`config.mk`:
```
export PLATFORM = sky130hd
export DESIGN_NAME = fetch_unit
export DESIGN_NICKNAME = d
export VERILOG_FILES = /design/src/rtl/fetch_unit_pkg.sv /design/src/rtl/fetch_ras.sv /design/src/rtl/fetch_unit.sv
export SDC_FILE = /design/constraint.sdc
export NUM_CORES = 2
export LEC_CHECK = 0
export BUFFER_PORTS_ARGS = -buffer_cell sky130_fd_sc_hd__buf_4
export CAP_MARGIN = 20
export CORE_MARGIN = 4
export CORE_UTILIZATION = 60
export DETAILED_ROUTE_END_ITERATION = 12
export PLACE_DENSITY = 0.76
export SETUP_SLACK_MARGIN = 0.05
export SYNTH_ARGS = -nofsm -noshare
export SYNTH_HDL_FRONTEND = slang
export SYNTH_SLANG_ARGS = --single-unit
```
`constraint.sdc`:
```
create_clock -name CLK -period 6.13 [get_ports CLK]
set_input_delay 1.839 -clock CLK [delete_from_list [all_inputs] [get_ports CLK]]
set_output_delay 1.839 -clock CLK [all_outputs]
set_load 0.02 [all_outputs]
```
`src/rtl/fetch_unit_pkg.sv`:
```
// fetch_unit_pkg: shared state type, table selectors and default parameters for the fetch unit
package fetch_unit_pkg;
   localparam int PC_W_DEF      = 16;
   localparam int LUT_IDX_W_DEF = 5;
   localparam int RAS_DEPTH_DEF = 4;
   localparam logic LUT_SEL_REL = 1'b0;
   localparam logic LUT_SEL_ABS = 1'b1;
   typedef enum logic {RUN, HALTED} fetch_state_t;
endpackage

```
`src/rtl/fetch_ras.sv`:
```
// fetch_ras: circular return-address stack; a push when full overwrites the oldest entry
module fetch_ras #(
   parameter int PC_W      = 16,
   parameter int RAS_DEPTH = 4
) (
   input  logic            clk,
   input  logic            rst,
   input  logic            push,
   input  logic            pop,
   input  logic [PC_W-1:0] push_data,
   output logic [PC_W-1:0] top,
   output logic            full,
   output logic            empty,
   output logic            overflow,
   output logic            underflow
);
   localparam int PW = $clog2(RAS_DEPTH);
   logic [PC_W-1:0] mem [RAS_DEPTH];
   logic [PW-1:0]   sp, sp_dec;
   logic [PW:0]     cnt;
   assign sp_dec = sp - PW'(1);
   assign top    = mem[sp_dec];
   assign full   = cnt == (PW+1)'(RAS_DEPTH);
   assign empty  = cnt == '0;
   always_ff @(posedge clk)
      if (!rst && push && !pop) mem[sp] <= push_data;
   always_ff @(posedge clk) begin
      if (rst) begin
         sp        <= '0;
         cnt       <= '0;
         overflow  <= 1'b0;
         underflow <= 1'b0;
      end else if (pop) begin
         if (empty) underflow <= 1'b1;
         else begin
            sp  <= sp_dec;
            cnt <= cnt - (PW+1)'(1);
         end
      end else if (push) begin
         sp <= sp + PW'(1);
         if (full) overflow <= 1'b1;
         else cnt <= cnt + (PW+1)'(1);
      end
   end
endmodule

```
`src/rtl/fetch_unit.sv`:
```
// fetch_unit: program counter sequencer with branch tables, call/return stack and halt
module fetch_unit import fetch_unit_pkg::*; #(
   parameter int PC_W      = PC_W_DEF,
   parameter int LUT_IDX_W = LUT_IDX_W_DEF,
   parameter int RAS_DEPTH = RAS_DEPTH_DEF
) (
   input  logic                 CLK,
   input  logic                 reset,
   input  logic                 stall,
   input  logic                 branch_abs,
   input  logic                 branch_rel_z,
   input  logic                 branch_rel_nz,
   input  logic                 call,
   input  logic                 ret,
   input  logic                 halt,
   input  logic                 zero_flag,
   input  logic [LUT_IDX_W-1:0] lut_idx,
   input  logic                 lut_wr_en,
   input  logic                 lut_wr_sel,
   input  logic [PC_W-1:0]      lut_wr_data,
   output logic [PC_W-1:0]      pc,
   output logic                 done,
   output logic                 ras_overflow,
   output logic                 ras_underflow
);
   localparam int N = 2**LUT_IDX_W;
   fetch_state_t    state;
   logic [PC_W-1:0] rel_tab [N];
   logic [PC_W-1:0] abs_tab [N];
   logic [PC_W-1:0] pc_inc, pc_nxt, abs_tgt, rel_tgt, ras_top;
   logic            run, taken, push, pop, ras_empty;
   assign run     = state == RUN && !stall;
   assign pc_inc  = pc + PC_W'(1);
   assign abs_tgt = abs_tab[lut_idx];
   assign rel_tgt = pc + rel_tab[lut_idx];
   assign taken   = (branch_rel_z & zero_flag) | (branch_rel_nz & ~zero_flag);
   assign push    = run & ~halt & ~ret & call;
   assign pop     = run & ~halt & ret;
   assign done    = state == HALTED;
   always_comb
      pc_nxt = halt ? pc :
               ret ? (ras_empty ? pc_inc : ras_top) :
               (call | branch_abs) ? abs_tgt :
               taken ? rel_tgt : pc_inc;
   always_ff @(posedge CLK) begin
      if (reset) begin
         pc    <= '0;
         state <= RUN;
      end else if (run) begin
         pc <= pc_nxt;
         if (halt) state <= HALTED;
      end
   end
   always_ff @(posedge CLK) begin
      if (reset) begin
         for (int i = 0; i < N; i++) begin
            rel_tab[i] <= '0;
            abs_tab[i] <= '0;
         end
      end else if (lut_wr_en) begin
         if (lut_wr_sel == LUT_SEL_ABS) abs_tab[lut_idx] <= lut_wr_data;
         else rel_tab[lut_idx] <= lut_wr_data;
      end
   end
   fetch_ras #(.PC_W(PC_W), .RAS_DEPTH(RAS_DEPTH)) u_ras (
      .clk       (CLK),
      .rst       (reset),
      .push      (push),
      .pop       (pop),
      .push_data (pc_inc),
      .top       (ras_top),
      .full      (),
      .empty     (ras_empty),
      .overflow  (ras_overflow),
      .underflow (ras_underflow)
   );
endmodule

```
---- Yosys cells after proc, flatten, opt, wreduce, memory -nomap -nowiden ----
Memories as Yosys holds them, arrays and structs flattened.
Cells that the tools add are included.
operators by class
  $lt $le $gt $ge ......................... 0
  $mul .................................... 0
  div/mod/pow operators ................... 0
  equality and inequality tests ........... 3
  bitwise operators ....................... 13
  shift operators ......................... 0
  add/subtract/negate cells ............... 6
  mux-type cells .......................... 29
  reductions and logical operators ........ 16
operator list
  kind                     count
  $mux W16                 6
  $reduce_or A16 Y1        2
  $add A16 B1 Y16 const B  1
  $add A16 B16 Y16         1
  $mux W1                  14
  $mux W3                  4
  $mux W5                  2
  $reduce_and A2 Y1        4
  $and A1 B1 Y1            6
  $mux W2                  3
  $reduce_and A3 Y1        2
  $not A1 Y1               5
  $add A3 B1 Y3 const B    1
  $eq A3 B3 Y1 const B     1
  $logic_and A1 B1 Y1      3
  $logic_not A1 Y1         3
  $logic_not A3 Y1         1
  $sub A3 B1 Y3 const B    1
  $add A2 B1 Y2 const B    1
  $ne A2 B1 Y1 const B     1
  $ne A2 B2 Y1 const B     1
  $or A1 B1 Y1             2
  $reduce_bool A2 Y1       1
  $sub A2 B1 Y2 const B    1
storage, ports and cells
  RAM bits ................................ 1088
  flip-flop bits (word level) ............. 24
  bits of input ports ..................... 33
  latch bits .............................. 0
  memories kept ........................... 3
  output and inout bits ................... 19
  ROM bits ................................ 0
  word-level logic and storage cells ...... 76
memories
  name       words  bits a word  rd ports  clocked after Yosys merged registers in  wr ports  RTL line          RTL
  abs_tab    32     16           1         0                                        32        fetch_unit.sv:29  logic [PC_W-1:0] abs_tab [N];
  rel_tab    32     16           1         0                                        32        fetch_unit.sv:28  logic [PC_W-1:0] rel_tab [N];
  u_ras.mem  4      16           1         0                                        1         fetch_ras.sv:18   logic [PC_W-1:0] mem [RAS_DEPTH];

---- Depth between registers and ports, before layout ----
  depth in word-level cells ............... 9
  depth in mapped cells ................... 19
  mapped depth without buffers ............ 14

---- Modules after synthesis ----
From an unflattened synthesis, not the netlist that was laid out.
unflattened totals
  cells, all modules ...................... 3418
  area, all modules ....................... 51503.1 um2
by module, submodules not included
  module      area each (um2)  cells an instance  times used  sequential area each (um2)
  fetch_unit  48729.2          3283               1           31089.8
  fetch_ras   2773.9           135                1           2062.0

---- Least setup slack after synthesis ----
OpenSTA, ideal clock, no wires.
  path type ............................... input-to-reg
  start ................................... input port lut_idx[0]
  end ..................................... register pc[12]
  stages on the path ...................... 19
  buffers on the path ..................... 6
  slack ................................... 0.608 ns
  data required time ...................... 6.001 ns
  library setup time ...................... 0.129 ns
  data arrival time ....................... 5.393 ns
  cell sequence ........................... buf_6 -> buf_12 -> buf_6 -> buf_6 -> buf_4 -> buf_2 -> mux4_2 -> a22oi_1 -> nand4_1 -> ha_1 -> inv_1 -> fa_1 -> nor2b_1 -> o31a_1 -> o31ai_1 -> a21boi_0 -> o41ai_1 -> mux2i_1 -> o22ai_1
between the ends
  word-level cells in the longest chain between the ends .. 5
  elaborated cells on any way between the ends .. 6
  classes of those cells .................. add/sub: 1; mux: 3; memory: 2
RTL lines
  element                 RTL line          RTL
  start: declaration      fetch_unit.sv:17  input logic [LUT_IDX_W-1:0] lut_idx,
  $mem_v2 Z32 W16         n/a
  $add A16 B16 Y16        fetch_unit.sv:35  assign rel_tgt = pc + rel_tab[lut_idx];
  $mux W16                fetch_unit.sv:44  taken ? rel_tgt : pc_inc;
  $mux W16 (*)            fetch_unit.sv:43  (call | branch_abs) ? abs_tgt :
  $mux W16 (*)            fetch_unit.sv:42  ret ? (ras_empty ? pc_inc : ras_top) :
  end signal: assignment  fetch_unit.sv:50  pc <= pc_nxt;
  end: declaration        fetch_unit.sv:21  output logic [PC_W-1:0] pc,
Every way passes the cells marked *; elsewhere a longest branch is shown, timed or not.
A chain may end at the register's enable or synchronous reset.

---- Final worst setup path ----
Ends and elaborated chain as after synthesis.

==> impl_metrics.csv <==
group,metric,value,unit
status,run_status,"finished, final reports clean",
routing,first_pass_iters,6,
power_and_ir_drop,ir_worst_vdd,261,µV
routing,viasPerCell,6.53,
clock_tree,cts_hold_buf,0,
grt,antenna_found_initial,8,
floorplan,fp.dieW,301,µm
critical_path,cp.arrival,5.71,ns
floorplan,die_area,90400,µm²
routing,postRouteAntennaNets,0,
routing,wl_per_cell,29.6,µm
routing,drt_iter0_markers,4436,
routing,via_count,30400,
timing,max_freq,0.193,GHz
timing,setup_viol,0,
clock_tree,clkSinkCount,1112,
floorplan,start_util,0.605,
timing,drv_slew,0,
timing,hold_viol,0,
yosys,syn_area,51400,µm²
hold_path,hold_path.class,"flip-flop to flip-flop",
yosys,synthSimpleGateAreaFrac,0.159,
yosys,yosysSeqAreaShare,0.645,
place,dp_hpwl,85700,µm
place,placed_cells,4444,
floorplan,ios,52,
critical_path,cp.required,6.65,ns
yosys,synthAdderAreaFrac,0.00565,
critical_path,path_max_fanout,31,
grt,grt_pass1_vias,30200,
layout,fin_nets,3466,
place,io_buffers,51,
grt,grt_start_max_net_pins,103,
yosys,syn_nets,3471,
timing,slew_headroom,0.224,
timing,tns,0,ns
timing,grt_setup_unrepaired,"false",
timing,post-route-period-util,0.847,
critical_path,r2r_end,"pc[12]",
layout,synthToLayoutAreaGrowth,9.78,%
clock_tree,h-tree-depth,3,
routing,drt-total-wl,137000,µm
yosys,ys_seq_elements,1112,
critical_path,crit_path_end_kind,"flip-flop",
clock_tree,clock_path_buffers,3,
routing,drc,0,
yosys,synthArstFlopShare,0,
critical_path,setup.worst_path.end,"pc[12]",
clock_tree,cts_resized,0,
floorplan,core-area,85000,µm²
layout,fillCellCount,5679,
floorplan,fp-row-count,107,
critical_path,worstRegToRegCells,11,
clock_tree,cts_buffers,109,
grt,grt_overflow,0,
yosys,synthMuxAreaShare,0.127,
critical_path,cp-start-kind,"primary input",
critical_path,crit_start,"lut_idx[0]",
floorplan,chipHeight,301,µm
timing,period_needed,5.19,ns
yosys,synth_compound_area_frac,0.0325,
clock_tree,cts-root-buf,"clkbuf_16",
yosys,synth_top_family_by_area,"simple AND/OR/NAND/NOR gates",
critical_path,worstReg2RegStart,"rel_tab[29][2]",
timing,finClkSkew,0.0549,ns
grt,grt_pass1_wl,203000,µm
yosys,postSynthAreaPerCell,15.0,µm²
yosys,synth.distinct_cells,67,
clock_tree,clkTransAtPathRegs,0.07,ns
yosys,synth-xor-area-share,0.00460,
clock_tree,insertion_delay,0.71,ns
power_and_ir_drop,fin_total_pwr,16.8,mW
power_and_ir_drop,p_per_area,298,nW/µm²
yosys,synth_edf_count,1088,
timing,hold_slack,0.475,ns
place,place.gp.congestion,0.969,
layout,finish.utilization,0.664,
layout,fin_cells,4647,
critical_path,r2r_setup_slack,2.45,ns
yosys,yosys_warnings,0,
yosys,synth_ff_type,"edfxtp_1",
power_and_ir_drop,leakage,19.6,nW
layout,drive_gt1_frac,0.194,
clock_tree,cts_setup_buffers,0,
critical_path,critPathKind,"primary input to flip-flop",
timing,worst_pin_slew,1.16,ns
yosys,synthCells,3416,
clock_tree,cts_tree,"done",
run,drv_cap,0,
grt,grt_use_total,0.307,
-- cell families after synthesis --
family          count (synthesis)
buf+inv                       314
mux                           307
compound gates                247
xor+xnor                       27
simple gates                 1387
flops                        1112
fa+ha+maj                      22
-- final cells by class --
class	count	area, µm²	share of cell area
clock buffer	138	2840	0.0503
tap	1144	1430	0.0254
timing repair buffer	175	1400	0.0249
inverter	23	86.3	0.00153
sequential	1112	33200	0.588
antenna	1	2.50	0.0000444
multi-input combinational	1990	16900	0.299
clock inverter	64	622	0.0110
-- worst min-delay path by stage --
stage / endpoint / startpoint / cells past startpoint / slack (ns)
2_1_floorplan: u_ras.cnt[1] / u_ras.cnt[1] / 2 / 0.51
3_3_place_gp: u_ras.overflow / u_ras.overflow / 2 / 0.46
3_5_place_dp: u_ras.overflow / u_ras.overflow / 2 / 0.46
4_1_cts: u_ras.overflow / u_ras.overflow / 2 / 0.48
5_1_grt: u_ras.overflow / u_ras.overflow / 2 / 0.51
6_report: u_ras.overflow / u_ras.overflow / 2 / 0.47
-- where the power goes --
| part | switching, mW | leakage [nW] | internal, mW |
|---|---|---|---|
| sequential | 0.132 | 10.5 | 8.70 |
| combinational | 0.902 | 7.40 | 0.496 |
| clock | 2.92 | 1.67 | 3.63 |
| total | 3.96 | 19.6 | 12.8 |
-- synth_stat cells, types with 5 or more instances --
| cell | number | area share |
|---|---|---|
| edfxtp_1 | 1088 | 0.64 |
| and2_1 | 1027 | 0.13 |
| mux4_2 | 271 | 0.12 |
| clkbuf_1 | 202 | 0.015 |
| nor2_1 | 119 | 0.0087 |
| nand2_1 | 79 | 0.0058 |
| a22oi_1 | 77 | 0.011 |
| or2_2 | 67 | 0.0082 |
| a21oi_1 | 53 | 0.0052 |
| buf_2 | 42 | 0.0041 |
| o21ai_0 | 35 | 0.0034 |
| mux2i_1 | 27 | 0.0053 |
| buf_1 | 25 | 0.0018 |
| dfxtp_1 | 24 | 0.0093 |
| nand3_1 | 23 | 0.0022 |
| inv_1 | 21 | 0.0015 |
| ha_1 | 20 | 0.0049 |
| nand4_1 | 18 | 0.0022 |
| xor2_1 | 14 | 0.0024 |
| xnor2_1 | 13 | 0.0022 |
| a211oi_1 | 11 | 0.0016 |
| buf_4 | 11 | 0.0016 |
| nor3_1 | 11 | 0.0011 |
| buf_6 | 9 | 0.0020 |
| o22ai_1 | 9 | 0.0011 |
| or3_1 | 8 | 0.00097 |
| and3_1 | 7 | 0.00085 |
| mux2_2 | 7 | 0.0015 |
| nor4_1 | 7 | 0.00085 |
| o211ai_1 | 7 | 0.0010 |
| nand2b_1 | 6 | 0.00073 |
| nor2b_1 | 6 | 0.00073 |
| a221oi_1 | 5 | 0.00085 |
| a22o_1 | 5 | 0.00085 |
-- metal layers --
metal | vias up | GRT usage | wire length (µm)
met5 | - | 0 | 73
met4 | 6 | 0.111 | 5310
met3 | 283 | 0.0657 | 17000
met2 | 2011 | 0.466 | 62600
met1 | 15400 | 0.448 | 52400
li1 | 12600 | - | -
-- stage by stage --
| stage | setup WS [ns] | area, µm² |
|---|---|---|
| 6_report | 0.935 | 56400 |
| 5_1_grt | 0.711 | 56400 |
| 4_1_cts | 0.974 | 56400 |
| 3_5_place_dp | 0.266 | 53000 |
| 3_3_place_gp | 0.400 | 53000 |
| 2_1_floorplan | 0.608 | 51400 |
-- worst max-delay path, stage by stage --
cell and delay (ns):
buf_8 0.32, buf_4 0.38, mux4_2 0.54, a22oi_1 0.43
nand4_1 0.22, ha_1 0.38, o21a_1 0.20, o31a_1 0.14
o31ai_1 0.21, a21boi_0 0.21, o41ai_1 0.43, mux2i_1 0.24
o22ai_1 0.10
-- cells in the final DEF, fill, tap and decap left out, types with 8 or more instances in the layout --
master,Yosys,routed
edfxtp_1,1088,1088
xor2_1,14,14
clkbuf_16,0,109
bufinv_16,0,8
o22ai_1,9,9
and2_1,1027,1027
a21oi_1,53,53
clkinv_2,0,17
mux2i_1,27,27
inv_1,21,20
clkinv_1,1,24
nand2_1,79,79
buf_4,11,167
or3_1,8,8
nor3_1,11,8
mux4_2,271,271
a211oi_1,11,11
nand3_1,23,23
o21ai_0,35,35
nor2_1,119,119
ha_1,20,20
dfxtp_1,24,24
or2_2,67,67
clkbuf_1,202,29
nand4_1,18,18
xnor2_1,13,13
a22oi_1,77,77
-- flip-flops by register name (all words and copies together) (netlist names) --
register,count
abs_tab,512
done,1
pc,16
rel_tab,512
u_ras.cnt,3
u_ras.mem,64
u_ras.overflow,1
u_ras.sp,2
u_ras.underflow,1
No activity file was read; power rests on OpenSTA's default activity.
